**config.mk**
```make
export PLATFORM = sky130hd
export DESIGN_NAME = au_op_sequencer
export DESIGN_NICKNAME = d
export VERILOG_FILES = /design/src/rtl/au_op_sequencer.sv
export SDC_FILE = /design/constraint.sdc
export NUM_CORES = 1
export LEC_CHECK = 0
export ABC_AREA = 1
export CAP_MARGIN = 20
export CORE_MARGIN = 5
export CORE_UTILIZATION = 35
export DETAILED_ROUTE_END_ITERATION = 6
export PLACE_DENSITY = 0.61
export SYNTH_ARGS = -nofsm -noshare
export SYNTH_HDL_FRONTEND = slang
export SYNTH_SLANG_ARGS = --single-unit
```
**constraint.sdc**
```tcl
create_clock -name clk -period 5.65 [get_ports clk]
set_input_delay 1.13 -clock clk [delete_from_list [all_inputs] [get_ports clk]]
set_output_delay 1.13 -clock clk [all_outputs]
set_load 0.01 [all_outputs]
```
**src/rtl/au_op_sequencer.sv**
```systemverilog
// Issue/capture stage in front of the 32-bit arithmetic unit.
// Buffers requests, holds operands for the op latency, captures results.
module au_op_sequencer #(
    parameter int DEPTH      = 2,
    parameter int ADDSUB_LAT = 1,
    parameter int MULDIV_LAT = 33
) (
    input  logic        clk,
    input  logic        rst_n,
    input  logic        req_valid,
    output logic        req_ready,
    input  logic [31:0] req_a,
    input  logic [31:0] req_b,
    input  logic [1:0]  req_op,
    output logic [31:0] au_a,
    output logic [31:0] au_b,
    output logic [1:0]  au_op,
    output logic        au_start,
    input  logic [31:0] au_s,
    input  logic [31:0] au_hi,
    input  logic [31:0] au_lo,
    output logic        rsp_valid,
    input  logic        rsp_ready,
    output logic [31:0] rsp_hi,
    output logic [31:0] rsp_lo,
    output logic        rsp_zero,
    output logic        rsp_dz
);

    localparam int AW   = (DEPTH > 1) ? $clog2(DEPTH) : 1;
    localparam int MAXL = (ADDSUB_LAT > MULDIV_LAT) ? ADDSUB_LAT : MULDIV_LAT;
    localparam int CW   = $clog2(MAXL) + 1;

    typedef enum logic [1:0] {
        S_IDLE,
        S_EXEC,
        S_DONE
    } state_t;

    state_t          r_state;
    state_t          w_next;
    logic [65:0]     r_mem [DEPTH];
    logic [AW-1:0]   r_wptr;
    logic [AW-1:0]   r_rptr;
    logic [AW:0]     r_count;
    logic            r_oor;
    logic [CW-1:0]   r_cnt;
    logic [31:0]     r_au_a;
    logic [31:0]     r_au_b;
    logic [1:0]      r_au_op;
    logic            r_start;
    logic [31:0]     r_rsp_hi;
    logic [31:0]     r_rsp_lo;
    logic            r_rsp_zero;
    logic            r_rsp_dz;

    logic            w_push;
    logic            w_pop;
    logic            w_cap;
    logic            w_empty;
    logic [65:0]     w_head;
    logic [CW-1:0]   w_lat;
    logic [31:0]     w_hi;
    logic [31:0]     w_lo;
    logic            w_zero;
    logic            w_dz;

    assign w_empty   = (r_count == '0);
    assign req_ready = r_oor && (r_count != (AW+1)'(DEPTH));
    assign w_push    = req_valid && req_ready;
    assign w_head    = r_mem[r_rptr];
    assign w_lat     = w_head[65] ? CW'(MULDIV_LAT - 1) : CW'(ADDSUB_LAT - 1);

    always_comb begin
        w_next = r_state;
        w_pop  = 1'b0;
        w_cap  = 1'b0;
        unique case (r_state)
            S_IDLE: begin
                if (!w_empty) begin
                    w_pop  = 1'b1;
                    w_next = S_EXEC;
                end
            end
            S_EXEC: begin
                if (r_cnt == '0) begin
                    w_cap  = 1'b1;
                    w_next = S_DONE;
                end
            end
            S_DONE: begin
                if (rsp_ready) begin
                    if (!w_empty) begin
                        w_pop  = 1'b1;
                        w_next = S_EXEC;
                    end else begin
                        w_next = S_IDLE;
                    end
                end
            end
            default: w_next = S_IDLE;
        endcase
    end

    // Result shaping depends on the latched opcode, not the FIFO head
    always_comb begin
        w_hi   = 32'd0;
        w_lo   = au_s;
        w_zero = (au_s == 32'd0);
        if (r_au_op[1]) begin
            w_hi   = au_hi;
            w_lo   = au_lo;
            w_zero = r_au_op[0] ? (au_lo == 32'd0)
                                : ({au_hi, au_lo} == 64'd0);
        end
        w_dz = (r_au_op == 2'b11) && (r_au_b == 32'd0);
    end

    always_ff @(posedge clk) begin
        if (w_push) begin
            r_mem[r_wptr] <= {req_op, req_a, req_b};
        end
    end

    always_ff @(posedge clk or negedge rst_n) begin
        if (!rst_n) begin
            r_state <= S_IDLE;
        end else begin
            r_state <= w_next;
        end
    end

    always_ff @(posedge clk or negedge rst_n) begin
        if (!rst_n) begin
            r_oor      <= 1'b0;
            r_wptr     <= '0;
            r_rptr     <= '0;
            r_count    <= '0;
            r_cnt      <= '0;
            r_au_a     <= 32'd0;
            r_au_b     <= 32'd0;
            r_au_op    <= 2'b00;
            r_start    <= 1'b0;
            r_rsp_hi   <= 32'd0;
            r_rsp_lo   <= 32'd0;
            r_rsp_zero <= 1'b0;
            r_rsp_dz   <= 1'b0;
        end else begin
            r_oor   <= 1'b1;
            r_start <= w_pop;
            r_count <= r_count + (AW+1)'(w_push) - (AW+1)'(w_pop);
            if (w_push) begin
                r_wptr <= r_wptr + 1'b1;
            end
            if (w_pop) begin
                r_rptr  <= r_rptr + 1'b1;
                r_au_op <= w_head[65:64];
                r_au_a  <= w_head[63:32];
                r_au_b  <= w_head[31:0];
                r_cnt   <= w_lat;
            end else if (r_state == S_EXEC && r_cnt != '0) begin
                r_cnt <= r_cnt - 1'b1;
            end
            if (w_cap) begin
                r_rsp_hi   <= w_hi;
                r_rsp_lo   <= w_lo;
                r_rsp_zero <= w_zero;
                r_rsp_dz   <= w_dz;
            end
        end
    end

    assign au_a      = r_au_a;
    assign au_b      = r_au_b;
    assign au_op     = r_au_op;
    assign au_start  = r_start;
    assign rsp_valid = (r_state == S_DONE);
    assign rsp_hi    = r_rsp_hi;
    assign rsp_lo    = r_rsp_lo;
    assign rsp_zero  = r_rsp_zero;
    assign rsp_dz    = r_rsp_dz;

endmodule

```
Yosys cells after proc, flatten, opt, wreduce, memory -nomap -nowiden
Memory sizes are Yosys's and may differ from the RTL's.
Index checks and enable logic that the tools add are counted.
{"block": "totals", "out_inout_bits": 135, "latch_bits": 0, "mem_count": 1, "register_bits": 147, "ram_bits": 132, "mem_bits_ro": 0}
{"name": "r_mem", "words": 2, "width": 66, "rd": 1, "rd_clocked_by_memory_dff": 0, "wr": 1, "line": "42", "source": "logic [65:0] r_mem [DEPTH];"}
{"block": "classes", "n_mux": 19, "reduce_logical": 14, "n_mul": 0, "order_cmp": 0, "n_addsub": 5, "bitwise_logic": 0, "n_shift": 0, "div_mod_pow": 0, "n_eq_ne": 7}
{"operator": "logical NOT 32 bit", "n": 3}
{"operator": "logical NOT 64 bit", "n": 1}
{"operator": "two-way mux 32 bit", "n": 2}
{"operator": "two-way mux 7 bit", "n": 2}
{"operator": "two-way mux 1 bit", "n": 9}
{"operator": "logical NOT 7 bit", "n": 1}
{"operator": "nonzero test 7 bit", "n": 1}
{"operator": "subtractor 7 x 1 -> 7 bit (second input constant)", "n": 1}
{"operator": "two-way mux 2 bit", "n": 3}
{"operator": "two-way mux 6 bit", "n": 1}
{"operator": "!= test 2 bit (second input constant)", "n": 3}
{"operator": "one-hot mux 2 bit (3 select lines)", "n": 1}
{"operator": "== test 2 bit (second input constant)", "n": 2}
{"operator": "logical AND 1 bit", "n": 4}
{"operator": "logical NOT 2 bit", "n": 2}
{"operator": "AND reduction 3 bit", "n": 1}
{"operator": "adder 1 bit (second input constant)", "n": 2}
{"operator": "adder 2 x 1 -> 2 bit", "n": 1}
{"operator": "== test 2 x 1 -> 1 bit (second input constant)", "n": 1}
{"operator": "!= test 2 x 1 -> 1 bit (second input constant)", "n": 1}
{"operator": "one-hot mux 1 bit (2 select lines)", "n": 1}
{"operator": "nonzero test 2 bit", "n": 1}
{"operator": "subtractor 2 x 1 -> 2 bit", "n": 1}

Logic depth before layout (Yosys ltp)
{"block": "logic_depth", "word_depth": 5, "ltp_mapped": 11, "depth_no_buf": 11}

Least setup slack after synthesis
No wires, ideal clock.
{"block": "synth_timing", "path_kind": "input to register", "startpoint": "in req_valid", "endpoint": "mem r_mem[0][0], enable pin", "arrival_ps": 4028, "required_ps": 5159, "cell_stages": 2, "slack_ps": 1132, "n_path_buf": 0, "path_cell_list": "nand2_1 nor2_1"}
{"block": "synth_via", "elab_chain_cells": 3}
{"element": "from (decl)", "line": "10", "source": "input logic req_valid,"}
{"element": "logical AND 1 bit", "line": "70", "source": "assign w_push = req_valid && req_ready;"}
{"element": "two-way mux 1 bit", "line": "120", "source": "if (w_push) begin"}
{"element": "two-way mux 1 bit (not written as such)", "line": "121", "source": "r_mem[r_wptr] <= {req_op, req_a, req_b};"}
{"element": "to (decl)", "line": "42"}
No other way between the ends.

Worst setup path after layout
{"block": "layout_timing", "startpoint": "reg r_count[1]", "endpoint": "out req_ready"}
{"block": "layout_via", "elab_chain_cells": 2}
{"element": "from (decl)", "line": "45", "source": "logic [AW:0] r_count;"}
{"element": "from (signal assigned)", "line": "151", "source": "r_count <= r_count + (AW+1)'(w_push) - (AW+1)'(w_pop);"}
{"element": "!= test 2 bit", "line": "69", "source": "assign req_ready = r_oor && (r_count != (AW+1)'(DEPTH));"}
{"element": "logical AND 1 bit", "line": "69"}
{"element": "to (decl)", "line": "11", "source": "output logic req_ready,"}
No other way between the ends.

==> flow_summary.yaml <==
status:
  outcome: "finished, final reports clean"
synthesis:
  synth_cell_types: 33
  yosysWarnings: 0
  ys_seq_area_frac: 0.697
  ys.flop_type: "dfrtp_1"
  yosys.area.top_type_share: 0.361
  syn_area_per_cell_sq_um: 10.9
  synthArstFlopShare: 0.527
  synth.area.top_cells: "edfxtp_1 36%, dfrtp_1 34%, nand2_1 8.0%"
  synth_top_area_cell: "edfxtp_1"
  synth_enable_flop_cells: 132
  synthTopCellsByCount: "233 x nand2_1, 233 x nor2_1, 147 x dfrtp_1, 132 x edfxtp_1, 69 x o31ai_1"
  syn_area_sq_um: 11000
  synthCells: 1007
  ys_ff_latch: 279
  syn_nets: 1177
clocking:
  cts_resized: 0
  clock-root-buffer: "clkbuf_16"
  cts_htree_levels: 2
  post_cts_buffers: 0
  clock-sinks: 279
  tritoncts: "done"
  cts_buffers: 34
  clkTransAtPathRegs_ps: 60
  cts_buffer_depth: 3
  cts_hold_buffers: 0
  clkLatencyLatePin_ps: 500
timing:
  rsz0062_at_grt: "no"
  slew_headroom: 0.327
  finalSetupViolCount: 0
  final.min_clock_period_ps: 2870
  setup_slack_ps: 2780
  hold_ws_ps: 481
  max_slew.worst_pin.slew_ps: 1010
  slew_violations: 0
  fin_crit_sh: 0.507
  tns_ps: 0
  max_freq_mhz: 349
  fin_skew_ps: 14.3
  hold_viol_final: 0
routing:
  vias: 8335
  drc_errors: 0
  wl_per_cell_microns: 18.4
  first_iter_violations: 453
  wl_microns: 31600
  firstDrtPassIters: 5
  ant_nets: 0
  via_per_inst: 4.84
power_and_ir_drop:
  p_per_area_nw_per_um2: 538
  leakage_nw: 6.10
  pwr-share-clk: 0.265
  internal-power_w: 0.00547
  irDropWorstVdd_mv: 0.333
  pwr-share-seq: 0.377
  pwr-share-comb: 0.358
  p_sw_frac: 0.343
  p_switching_w: 0.00285
critical_path:
  crit_type: "reg2out"
  r2r_start: "r_cnt[0]"
  slowest_stage: "clkdlybuf4s50_1"
  slowest_delay_ps: 590
  crit_fanout: 3
  crit_start: "r_count[1]"
  crit_chain: "a21boi_0, clkdlybuf4s50_1"
  worstPathArrival_ps: 1740
  path_delay_family: "buffers and inverters"
  path_buf_inv: 1
  startpoint_type: "register"
  worstPathRequired_ps: 4520
  cp-end-kind: "output port"
floorplan:
  dieArea_sq_um: 35000
  core_area_sq_um: 30700
  ios: 301
  die_h_microns: 187
  start_util: 0.357
  num_rows: 64
  die_x_microns: 187
global_route:
  met1_usage: 0.231
  grt_pass1_wl_microns: 48900
  busiest_layer: "met2"
  met2_usage: 0.279
  grt-ovfl-total: 0
  grt_max_degree: 85
  antenna_found_initial: 5
  grt_use_met3: 0.0625
  grt_usage: 0.176
  grt_pass1_vias: 8318
final_layout:
  post-route-util: 0.503
  post-route-cell-area_sq_um: 15500
  drive_gt1_frac: 0.0604
  multi_input_area_sq_um: 3000
  register_area_sq_um: 7640
  area_delta_synth_final_pct: 40.9
  fill_cells: 2783
  nets: 1471
placed_design:
  dp_slack_ps: 2240
  placed_area_sq_um: 14300
  port-buffer-count: 300
  place_hpwl_microns: 21400
  gp_congestion: 0.826
hold_path:
  holdCritPathClass: "reg2reg"
  worst_hold_startpoint: "rsp_dz"
run:
  cap_violations: 0
==> cell families (layout without fill, tap and decap cells) <==
| family | count (synthesis) | after routing | synth area share |
|---|---|---|---|
| AOI/OAI and AO/OA | 146 | 146 | 0.0868 |
| adders and majority gates | 4 | 4 | 0.00456 |
| buffers and inverters | 77 | 395 | 0.0317 |
| and+or+nand+nor | 496 | 496 | 0.176 |
| other | 1 | 2 | 0.000342 |
| DFF | 279 | 279 | 0.697 |
| xor gates and xnor gates | 4 | 4 | 0.00320 |
==> metrics by stage <==
step                      power, W  std cells
final                      0.00832       1722
after CTS                  0.00845       1721
after global placement     0.00614       1661
after global routing       0.00885       1721
after floorplan            0.00467       1007
after detailed placement   0.00620       1661
==> power groups by stage <==
| stage | combinational [W] | sequential (W) | clock [W] |
|---|---|---|---|
| CTS | 0.00305 | 0.00314 | 0.00226 |
| detailed placement | 0.00303 | 0.00317 | 0 |
| floorplan | 0.00137 | 0.00329 | 0 |
| global placement | 0.00297 | 0.00316 | 0 |
| finish | 0.00298 | 0.00313 | 0.00220 |
| global route | 0.00331 | 0.00320 | 0.00234 |
==> worst paths after layout <==
path	to	slack (ps)	cells after the start
max	req_ready	2780	2
min	rsp_dz	480	2
max reg2reg	rsp_lo[17]	2970	8
min reg2reg	rsp_dz	480	2
max in group asynchronous	au_b[4]	3910	2
min in group asynchronous	au_a[5]	710	1
==> cell type report <==
cell class                 count  area share
antenna                        1    0.000162
tap                          396      0.0321
clock inverter                22      0.0164
sequential                   279       0.495
timing repair buffer         310       0.199
multi-input combinational    651       0.194
inverter                      25     0.00615
clock buffer                  38      0.0574
==> layout by cell type, fill, tap and decap left out, types with 10 or more instances in the layout <==
| cell type | n |
|---|---|
| a31oi_1 | 30 |
| buf_4 | 10 |
| clkbuf_16 | 35 |
| clkdlybuf4s50_1 | 299 |
| dfrtp_1 | 145 |
| edfxtp_1 | 132 |
| inv_1 | 22 |
| nand2_1 | 233 |
| nor2_1 | 231 |
| o21ai_0 | 40 |
| o31ai_1 | 69 |
==> registers in the layout (all words and copies together) (netlist names), 2 cells and up <==
| name | flops |
|---|---|
| rsp_lo | 32 |
| r_state | 2 |
| r_count | 2 |
| au_op | 2 |
| au_b | 32 |
| r_cnt | 7 |
| r_mem | 132 |
| rsp_hi | 32 |
| au_a | 32 |
==> metal layers <==
metal / vias up / share of wire
li1: 4007 / -
met1: 3939 / 0.43
met2: 323 / 0.45
met3: 58 / 0.096
met4: 8 / 0.026
met5: - / 0.0015
==> worst min-delay path: stages (launching register included) <==
cell,delay [ps]
dfrtp_1,340
nand2_1,50
nand2_1,50
(Power assumes the default switching activity.)
